[src/rtl/ps2_rx_fifo_if.sv]
// rtl/ps2_rx_fifo_if.sv - read-side interface of the PS/2 key event FIFO
interface ps2_rx_fifo_if #(
  parameter int FIFO_DEPTH = 8
);
  localparam int CW = $clog2(FIFO_DEPTH + 1);

  logic          rd_en;
  logic [7:0]    rd_code;
  logic          rd_extended;
  logic          rd_released;
  logic          empty;
  logic [CW-1:0] count;

  // consumer side: pops entries, observes the head
  modport master (
    output rd_en,
    input  rd_code, rd_extended, rd_released, empty, count
  );

  // FIFO side: presents the head, accepts pops
  modport slave (
    input  rd_en,
    output rd_code, rd_extended, rd_released, empty, count
  );
endinterface

[src/rtl/ps2_rx_fifo.sv]
// rtl/ps2_rx_fifo.sv - PS/2 keyboard receiver with prefix folding and FWFT event FIFO
module ps2_rx_fifo #(
  parameter int SYNC_STAGES    = 2,
  parameter int TIMEOUT_CYCLES = 10000,
  parameter int FIFO_DEPTH     = 8
) (
  input  logic         clk,
  input  logic         reset_n,
  input  logic         ps2_clk,
  input  logic         ps2_data,
  ps2_rx_fifo_if.slave rd,
  output logic         parity_err,
  output logic         frame_err,
  output logic         overflow
);
  localparam int AW = (FIFO_DEPTH > 1) ? $clog2(FIFO_DEPTH) : 1;
  localparam int CW = $clog2(FIFO_DEPTH + 1);
  localparam int TW = $clog2(TIMEOUT_CYCLES + 1);
  localparam logic [7:0]    CODE_EXT = 8'hE0;
  localparam logic [7:0]    CODE_REL = 8'hF0;
  localparam logic [CW-1:0] FULL_CNT = CW'(FIFO_DEPTH);
  localparam logic [TW-1:0] TMO_LAST = TW'(TIMEOUT_CYCLES - 1);

  typedef enum logic [1:0] {IDLE, DATA, PARITY, STOP} state_e;

  logic [SYNC_STAGES-1:0] clk_sync_q, clk_sync_d;
  logic [SYNC_STAGES-1:0] data_sync_q, data_sync_d;
  logic                   clk_prev_q, clk_prev_d;
  state_e                 state_q, state_d;
  logic [2:0]             bit_cnt_q, bit_cnt_d;
  logic [7:0]             shift_q, shift_d;
  logic                   parity_q, parity_d;
  logic [TW-1:0]          tmo_q, tmo_d;
  logic                   ext_q, ext_d;
  logic                   rel_q, rel_d;
  logic [9:0]             mem_q [FIFO_DEPTH];
  logic [9:0]             mem_d [FIFO_DEPTH];
  logic [AW-1:0]          wr_ptr_q, wr_ptr_d;
  logic [AW-1:0]          rd_ptr_q, rd_ptr_d;
  logic [CW-1:0]          count_q, count_d;

  logic clk_s, sample, fall, timeout, stop_edge, byte_ok, push, pop, full, wr;

  assign clk_s  = clk_sync_q[SYNC_STAGES-1];
  assign sample = data_sync_q[SYNC_STAGES-1];
  assign fall   = !clk_s && clk_prev_q;
  assign full   = (count_q == FULL_CNT);
  assign pop    = rd.rd_en && (count_q != '0);

  assign rd.rd_code     = mem_q[rd_ptr_q][7:0];
  assign rd.rd_released = mem_q[rd_ptr_q][8];
  assign rd.rd_extended = mem_q[rd_ptr_q][9];
  assign rd.empty       = (count_q == '0);
  assign rd.count       = count_q;

  // state register: every flop, asynchronously cleared; pins idle high
  always_ff @(posedge clk or negedge reset_n) begin
    if (!reset_n) begin
      clk_sync_q  <= '1;
      data_sync_q <= '1;
      clk_prev_q  <= 1'b1;
      state_q     <= IDLE;
      bit_cnt_q   <= '0;
      shift_q     <= '0;
      parity_q    <= 1'b0;
      tmo_q       <= '0;
      ext_q       <= 1'b0;
      rel_q       <= 1'b0;
      wr_ptr_q    <= '0;
      rd_ptr_q    <= '0;
      count_q     <= '0;
      for (int i = 0; i < FIFO_DEPTH; i++) mem_q[i] <= '0;
    end else begin
      clk_sync_q  <= clk_sync_d;
      data_sync_q <= data_sync_d;
      clk_prev_q  <= clk_prev_d;
      state_q     <= state_d;
      bit_cnt_q   <= bit_cnt_d;
      shift_q     <= shift_d;
      parity_q    <= parity_d;
      tmo_q       <= tmo_d;
      ext_q       <= ext_d;
      rel_q       <= rel_d;
      wr_ptr_q    <= wr_ptr_d;
      rd_ptr_q    <= rd_ptr_d;
      count_q     <= count_d;
      mem_q       <= mem_d;
    end
  end

  // synchroniser chains and previous-clock register for falling-edge detect
  always_comb begin
    clk_sync_d  = {clk_sync_q[SYNC_STAGES-2:0], ps2_clk};
    data_sync_d = {data_sync_q[SYNC_STAGES-2:0], ps2_data};
    clk_prev_d  = clk_s;
  end

  // next-state logic of the deframer; a timeout aborts any in-frame state
  always_comb begin
    state_d = state_q;
    case (state_q)
      IDLE:    if (fall && !sample) state_d = DATA;
      DATA:    if (timeout) state_d = IDLE;
               else if (fall && bit_cnt_q == 3'd7) state_d = PARITY;
      PARITY:  if (timeout) state_d = IDLE;
               else if (fall) state_d = STOP;
      STOP:    if (timeout || fall) state_d = IDLE;
      default: state_d = IDLE;
    endcase
  end

  // frame evaluation and error pulses; a bad stop bit masks a parity failure
  always_comb begin
    timeout    = (state_q != IDLE) && !fall && (tmo_q == TMO_LAST);
    stop_edge  = fall && (state_q == STOP);
    frame_err  = timeout || (stop_edge && !sample);
    parity_err = stop_edge && sample && !(^{shift_q, parity_q});
    byte_ok    = stop_edge && sample && (^{shift_q, parity_q});
    push       = byte_ok && (shift_q != CODE_EXT) && (shift_q != CODE_REL);
    overflow   = push && full && !pop;
    wr         = push && (!full || pop);
  end

  // bit capture, inter-edge timeout counter and prefix flag folding
  always_comb begin
    bit_cnt_d = bit_cnt_q;
    shift_d   = shift_q;
    parity_d  = parity_q;
    ext_d     = ext_q;
    rel_d     = rel_q;
    tmo_d     = (state_q == IDLE || fall || timeout) ? '0 : tmo_q + TW'(1);
    if (fall) begin
      case (state_q)
        IDLE:    bit_cnt_d = 3'd0;
        DATA: begin
          shift_d[bit_cnt_q] = sample;
          bit_cnt_d          = bit_cnt_q + 3'd1;
        end
        PARITY:  parity_d = sample;
        default: ;
      endcase
    end
    if (frame_err || parity_err) begin
      ext_d = 1'b0;
      rel_d = 1'b0;
    end else if (byte_ok) begin
      if (shift_q == CODE_EXT) begin
        ext_d = 1'b1;
      end else if (shift_q == CODE_REL) begin
        rel_d = 1'b1;
      end else begin
        ext_d = 1'b0;
        rel_d = 1'b0;
      end
    end
  end

  // FWFT FIFO: write at tail, advance head on pop, exact occupancy count
  always_comb begin
    mem_d    = mem_q;
    wr_ptr_d = wr_ptr_q;
    rd_ptr_d = rd_ptr_q;
    count_d  = count_q;
    if (wr) begin
      mem_d[wr_ptr_q] = {ext_q, rel_q, shift_q};
      wr_ptr_d        = wr_ptr_q + AW'(1);
    end
    if (pop) rd_ptr_d = rd_ptr_q + AW'(1);
    case ({wr, pop})
      2'b10:   count_d = count_q + CW'(1);
      2'b01:   count_d = count_q - CW'(1);
      default: count_d = count_q;
    endcase
  end
endmodule

[src/flat_wrapper.sv]
// flat-port wrapper written by rule: the top's interface ports become plain ports
module ps2_rx_fifo_flat 
#(
  parameter int SYNC_STAGES    = 2,
  parameter int TIMEOUT_CYCLES = 10000,
  parameter int FIFO_DEPTH     = 8
)
  (clk, reset_n, ps2_clk, ps2_data, parity_err, frame_err, overflow, rd_rd_en, rd_rd_code, rd_rd_extended, rd_rd_released, rd_empty, rd_count);
  ps2_rx_fifo_if #(.FIFO_DEPTH(FIFO_DEPTH)) rd_i ();
  input  logic clk;
  input  logic reset_n;
  input  logic ps2_clk;
  input  logic ps2_data;
  output logic parity_err;
  output logic frame_err;
  output logic overflow;
  input wire logic [$bits(rd_i.rd_en)-1:0] rd_rd_en;
  output wire logic [$bits(rd_i.rd_code)-1:0] rd_rd_code;
  output wire logic [$bits(rd_i.rd_extended)-1:0] rd_rd_extended;
  output wire logic [$bits(rd_i.rd_released)-1:0] rd_rd_released;
  output wire logic [$bits(rd_i.empty)-1:0] rd_empty;
  output wire logic [$bits(rd_i.count)-1:0] rd_count;
  assign rd_i.rd_en = rd_rd_en;
  assign rd_rd_code = rd_i.rd_code;
  assign rd_rd_extended = rd_i.rd_extended;
  assign rd_rd_released = rd_i.rd_released;
  assign rd_empty = rd_i.empty;
  assign rd_count = rd_i.count;
  ps2_rx_fifo #(.SYNC_STAGES(SYNC_STAGES), .TIMEOUT_CYCLES(TIMEOUT_CYCLES), .FIFO_DEPTH(FIFO_DEPTH)) u_core (.clk(clk), .reset_n(reset_n), .ps2_clk(ps2_clk), .ps2_data(ps2_data), .rd(rd_i), .parity_err(parity_err), .frame_err(frame_err), .overflow(overflow));
endmodule
[config.mk]
export PLATFORM = sky130hd
export DESIGN_NAME = ps2_rx_fifo_flat
export DESIGN_NICKNAME = d
export VERILOG_FILES = /design/src/rtl/ps2_rx_fifo_if.sv /design/src/rtl/ps2_rx_fifo.sv /design/src/flat_wrapper.sv
export SDC_FILE = /design/constraint.sdc
export NUM_CORES = 1
export LEC_CHECK = 0
export ABC_AREA = 1
export CAP_MARGIN = 20
export CORE_ASPECT_RATIO = 1.25
export CORE_UTILIZATION = 58
export CTS_BUF_LIST = sky130_fd_sc_hd__clkbuf_8
export CTS_CLUSTER_SIZE = 20
export DETAILED_ROUTE_END_ITERATION = 7
export PLACE_DENSITY = 0.83
export SLEW_MARGIN = 40
export SYNTH_ARGS = -nofsm -noshare
export SYNTH_HDL_FRONTEND = slang
export SYNTH_SLANG_ARGS = --single-unit
export TNS_END_PERCENT = 5
[constraint.sdc]
create_clock -name clk -period 2.4 [get_ports clk]
set_input_delay 0.36 -clock clk [delete_from_list [all_inputs] [get_ports clk]]
set_output_delay 0.36 -clock clk [all_outputs]
set_load 0.05 [all_outputs]
==> results by group, run 1 <==
Status
  • Status: complete, no violations

GRT
  • First-pass GRT wire length: 26720 µm
  • Antenna violations before repair: 0
  • Largest net degree at the start of global routing: 84
  • Global Route Usage Sum: 28.58%
  • Number of global-route vias before repair: 5618
  • Overflow left after global routing: 0

Clock tree
  • H-tree depth: 4
  • Root Driver: clkbuf_8
  • Clk slew on worst S/H paths: 80 ps
  • Source-to-sink clock delay at the later pin of the worst-skew pair: 440 ps
  • Clock Path Buffers: 2
  • Cts bufs inserted: 17
  • CTS tree: done
  • Clock sinks: 125

Logic synthesis
  • Synth Area in Simple Gates: 20.58%
  • Post-Syn Instances: 850
  • Syn nets: 863
  • Area share of fa/ha/maj cells after synthesis: 1.466%
  • Distinct cells, synth: 33
  • Primary FF master, synth: dfrtp_1
  • Flip-flop and latch count after synthesis: 125
  • Synth Area in Compound Gates: 18.68%
  • EDFF count, synth: 0
  • Synth top area share: 43.99%
  • Largest family of logic cells by synthesized area: simple AND/OR/NAND/NOR gates
  • Mapped Avg Cell Area: 8.031 µm²
  • Synth area leaders: dfrtp_1 (44%), o21bai_1 (8.9%), nand2_1 (8.7%), nand3_1 (7.0%), inv_1 (6.9%)
  • Mapped Area: 6827 µm²
  • Ys async rst share: 100.0%
  • Post-synthesis mux area share: 0%
  • Cell taking the most area after synthesis: dfrtp_1
  • XOR/XNOR Fraction of Synth Area: 1.778%
  • Synth Warn #: 0
  • Sequential area share after synthesis: 45.91%

Drt
  • Number of DRC markers in iteration 0: 589
  • DRC viols: 0
  • WL/cell: 16.14 µm
  • Post-Route WL: 16640 µm
  • Via density per instance: 5.724
  • DRT Pass-1 Iters: 5
  • Post-route antenna net violation count: 0
  • Via count: 5901

Placement
  • Port Buffers: 22
  • GPL Wtd Cong: 0.8506
  • Dpl hpwl: 10910 µm

Worst setup path
  • Worst r2r path cells: 15
  • Critical path data arrival time: 2020 ps
  • Reg2reg start: u_core.shift_q[2]
  • Setup Crit Path Kind: register to output pin
  • CP Launch Type: register
  • Req. time, crit path: 2040 ps
  • Crit. Startpoint: u_core.rd_ptr_q[0]
  • Reg2reg end: u_core.rd.count[3]
  • R2R Setup Slk: 170 ps
  • Crit path capture: rd_rd_code[7]
  • Setup crit end kind: output pin
  • Largest fanout on the critical path: 37

Floorplanning
  • Die Wd: 99.04 µm
  • Top Ports: 23
  • Row count: 43
  • Die ar.: 12210 µm²
  • CORE AREA: 11300 µm²
  • Die height: 123.3 µm
  • Starting density of the core: 60.42%

Job
  • Max-cap viol count: 0

Power and ir drop
  • Worst VDD drop: 0.8320 mV
  • Pleak: 3.701 nW
  • Pwr/cell area: 1251 nW/µm²
  • Overall Power: 9.970 mW

Timing
  • Worst Skew: 14.64 ps
  • Endpoints failing hold: 0
  • Max Transition Viols Final: 0
  • Worst-Margin Slew: 533.3 ps
  • Relative slew slack: 64.32%
  • # setup viols final: 0
  • Hold WS: 313.0 ps
  • Final Critical Period: 2384 ps
  • Unrepaired setup endpoints after global routing: yes
  • Max frequency: 419.4 MHz
  • Final Cycle Share: 99.35%

Final layout
  • Commonest non-fill, non-tap cell in the layout: nand2_1
  • Ant diodes: 0
  • Most frequent cells in the layout: nand2_1 (157), inv_1 (128), dfrtp_1 (114)
  • Layout Nets: 896
  • Area grow syn2layout: 16.70%
  • Share of layout cells above drive strength 1: 14.17%
  • Post-Route Utilization: 70.51%

Min path
  • Min-delay src: ps2_clk
  • Worst Hold Class: input port to register
-- worst max-delay path, stage by stage (launching register included) --
cell      delay (ps)
dfrtp_2          460
buf_12           190
nand2_1           70
o21ai_0          100
a221oi_1         440
a31oi_1          140
buf_12           190
-- cells in the mapped netlist (8+ instances only) --
library cell / number
a21oi_1: 46
a221oi_1: 10
a31oi_1: 20
buf_4: 12
clkbuf_1: 32
clkinv_1: 8
dfrtp_1: 120
ha_1: 8
inv_1: 126
nand2_1: 158
nand3_1: 96
nor2_1: 31
nor3_1: 15
o21ai_0: 40
o21bai_1: 81
-- worst min-delay path by stage --
stage | endpoint | depth (start not counted)
3_5_place_dp | u_core.tmo_q[2] | 1
6_report | u_core.clk_sync_q[0] | 1
4_1_cts | u_core.clk_sync_q[0] | 1
5_1_grt | u_core.clk_sync_q[0] | 1
3_3_place_gp | u_core.tmo_q[2] | 1
2_1_floorplan | u_core.bit_cnt_q[0] | 0
-- repair_timing --
item | 4_1_cts | 5_1_grt
cloned | 0 | 1
endpoints found under the hold margin | 29 | 0
hold buffers | 1 | 0
setup buffers | 0 | 3
pin swaps | 0 | 2
resized for setup | 3 | 20
setup endpoints to repair | 8 | 14
-- power by group --
group | internal (mW) | switching (mW) | leakage [nW] | total, mW
logic | 2.00 | 3.22 | 2.19 | 5.22
clock network | 0.903 | 0.784 | 0.208 | 1.69
registers | 2.63 | 0.435 | 1.30 | 3.06
-- cell families (layout without fill, tap and decap cells) --
family                     after synthesis  in the layout
xor gates and xnor gates                13             13
and+or+nand+nor                        318            318
adders and majority gates                8              8
AOI/OAI and AO/OA                      200            200
buffers and inverters                  186            232
DFF                                    125            125
-- through the flow --
stage                     cells  TNS, ps  instance area, µm²  setup WS [ps]
after floorplan             850   -65.64                6865         -45.56
after global placement      994        0                7458          212.6
after detailed placement    994        0                7458          158.6
after CTS                  1027   -283.3                7839         -98.01
after global routing       1031   -235.9                7966         -54.73
final                      1031        0                7966          15.52
-- sequential cells by signal, indices dropped and copies added (netlist names) --
signal and flops:
u_core.state_q 2, u_core.clk_prev_q 1, u_core.ext_q 1, u_core.rd_ptr_q 3
u_core.wr_ptr_q 3, u_core.mem_q 80, u_core.clk_sync_q 2, u_core.parity_q 1
u_core.tmo_q 14, u_core.bit_cnt_q 3, u_core.rel_q 1, u_core.shift_q 8
u_core.data_sync_q 2, u_core.rd.count 4
-- area by class of cell --
class | instances | area (µm²)
Fill cell | 844 | 3332
Sequential cell | 125 | 3142
Multi-Input combinational cell | 539 | 3032
Timing Repair Buffer | 65 | 747.0
Inverter | 134 | 506.7
Clock buffer | 21 | 289.0
Tap cell | 135 | 168.9
Clock inverter | 11 | 76.32
Timing Repair inverter | 1 | 5.005
-- per-layer routing --
metal / GRT usage (%) / wire length (µm) / part of all wire [%]
met5: 0 / 0 / 0
met4: 18.28 / 653 / 3.9
met3: 5.201 / 1065 / 6.4
met2: 47.25 / 8266 / 50
met1: 34.70 / 6657 / 40
Note: power is estimated with default switching activity, not from simulation.
==> run 2, diff against run 1 <==
--- a/config.mk
+++ b/config.mk
@@ -12,7 +12,7 @@
 export CTS_BUF_LIST = sky130_fd_sc_hd__clkbuf_8
 export CTS_CLUSTER_SIZE = 20
 export DETAILED_ROUTE_END_ITERATION = 7
-export PLACE_DENSITY = 0.83
+export PLACE_DENSITY_LB_ADDON = 0.05
 export SLEW_MARGIN = 40
 export SYNTH_ARGS = -nofsm -noshare
 export SYNTH_HDL_FRONTEND = slang
==> results by group, run 2 (synthesis results as in run 1) <==
Drt
  • Via count: 5848
  • Via density per instance: 5.650
  • Number of DRC markers in iteration 0: 476
  • DRT Pass-1 Iters: 5
  • Post-Route WL: 16750 µm
  • WL/cell: 16.18 µm
  • DRC viols: 0
  • Post-route antenna net violation count: 0

Timing
  • Relative slew slack: 57.48%
  • Endpoints failing hold: 0
  • Worst-Margin Slew: 637.7 ps
  • Setup TNS: 0 ps
  • # setup viols final: 0
  • Hold WS: 323.0 ps
  • Final Cycle Share: 98.81%
  • Max frequency: 421.7 MHz
  • Final Critical Period: 2371 ps
  • Unrepaired setup endpoints after global routing: yes
  • Worst Skew: 9.488 ps
  • Final WS setup: 28.55 ps
  • Max Transition Viols Final: 0

Placement
  • # placed instances: 991
  • GPL Wtd Cong: 0.8359
  • Placed Area: 7411 µm²
  • Pre-CTS setup slack: 89.76 ps
  • Dpl hpwl: 10940 µm
  • Port Buffers: 22

Floorplanning
  • Die height: 123.3 µm
  • Top Ports: 23
  • CORE AREA: 11300 µm²
  • Die Wd: 99.04 µm
  • Row count: 43
  • Die ar.: 12210 µm²
  • Starting density of the core: 60.42%

Power and ir drop
  • Overall Power: 10.44 mW
  • Worst VDD drop: 0.6637 mV
  • Pwr/cell area: 1295 nW/µm²
  • Pleak: 3.702 nW

Final layout
  • # fillers: 888
  • Multi-input gate area: 3055 µm²
  • Post-Route Utilization: 71.38%
  • Commonest non-fill, non-tap cell in the layout: nand2_1
  • Share of layout cells above drive strength 1: 16.00%
  • Layout Nets: 900
  • Register area: 3147 µm²
  • Max reg flops: 80
  • Post-route cell area: 8065 µm²
  • Ant diodes: 0
  • Most frequent cells in the layout: nand2_1 (156), inv_1 (122), dfrtp_1 (110)
  • Biggest register: u_core.mem_q
  • Largest regs: u_core.mem_q (80), u_core.tmo_q (14), u_core.shift_q (8)
  • Area grow syn2layout: 18.15%
  • Non-Filler Instances: 1035

Clock tree
  • Source-to-sink clock delay at the later pin of the worst-skew pair: 440 ps
  • Clock sinks: 125
  • CTS tree: done
  • Clock Path Buffers: 2
  • Cts bufs inserted: 17
  • H-tree depth: 4
  • Clk slew on worst S/H paths: 70 ps
  • Root Driver: clkbuf_8

GRT
  • Antenna violations before repair: 0
  • M2 GR Usage: 51.66%
  • Number of global-route vias before repair: 5610
  • Overflow left after global routing: 0
  • Global Route Usage Sum: 29.37%
  • Global Route met1 Usage: 35.56%
  • M3 GR Usage: 5.370%
  • First-pass GRT wire length: 27410 µm
  • GR peak layer: met2
  • Largest net degree at the start of global routing: 84

Worst setup path
  • CP Launch Type: register
  • Reg2reg start: u_core.shift_q[1]
  • Setup Crit Path Kind: register to output pin
  • Largest fanout on the critical path: 16
  • Setup crit end kind: output pin
  • Req. time, crit path: 2040 ps
  • Critical path data arrival time: 2010 ps
  • Crit. Startpoint: u_core.rd_ptr_q[0]

Min path
  • Worst Hold Class: input port to register
  • Min-delay src: ps2_data

Job
  • Max-cap viol count: 0

Status
  • Status: complete, no violations
-- run 2: where the power goes --
group          leakage (nW)  switching [mW]  internal [mW]
registers              1.29           0.454           2.63
clock network         0.213           0.841           1.16
logic                  2.20            3.26           2.09
total                  3.70            4.56           5.89
-- run 2: layout make-up --
class / instances / share of cell area [%]
well taps: 135 / 2.094
clock inverters: 10 / 1.675
repair buffers: 69 / 9.231
inverters: 134 / 6.283
multi-input cells: 539 / 37.88
clock buffers: 22 / 3.754
flip-flops and latches: 125 / 39.02
repair inverters: 1 / 0.06205
-- run 2: worst paths after layout --
| kind | slack [ps] | to | cells after the start |
|---|---|---|---|
| hold reg to reg | 360 | u_core.clk_sync_q[1] | 0 |
| min in group asynchronous | 390 | u_core.mem_q[31] | 2 |
| max in group asynchronous | 1180 | u_core.rd_ptr_q[1] | 3 |
| setup / recovery | 30 | rd_rd_code[1] | 6 |
| setup reg to reg | 150 | u_core.rd.count[2] | 15 |
| hold / removal | 320 | u_core.data_sync_q[0] | 1 |
-- run 2: timing repair --
| action | 4_1_cts | 5_1_grt |
|---|---|---|
| setup buffers | 4 | 6 |
| gates cloned | 0 | 1 |
| gates resized for setup | 16 | 22 |
| endpoints found under the hold margin | 29 | 0 |
| endpoints found under the setup margin | 12 | 16 |
| pin swaps | 2 | 3 |
| hold buffers | 1 | 0 |
-- run 2: worst max-delay path, cell delays in order (launching register included) --
cell	delay [ps]
dfrtp_2	460
buf_4	210
nand2_1	60
o21ai_0	100
a221oi_1	420
a31oi_1	130
buf_12	180
-- run 2: layer usage --
layer	wire [µm]	up-vias
met2	8633	195
met4	499	0
met5	0	-
li1	-	2852
met1	6844	2765
met3	773	36
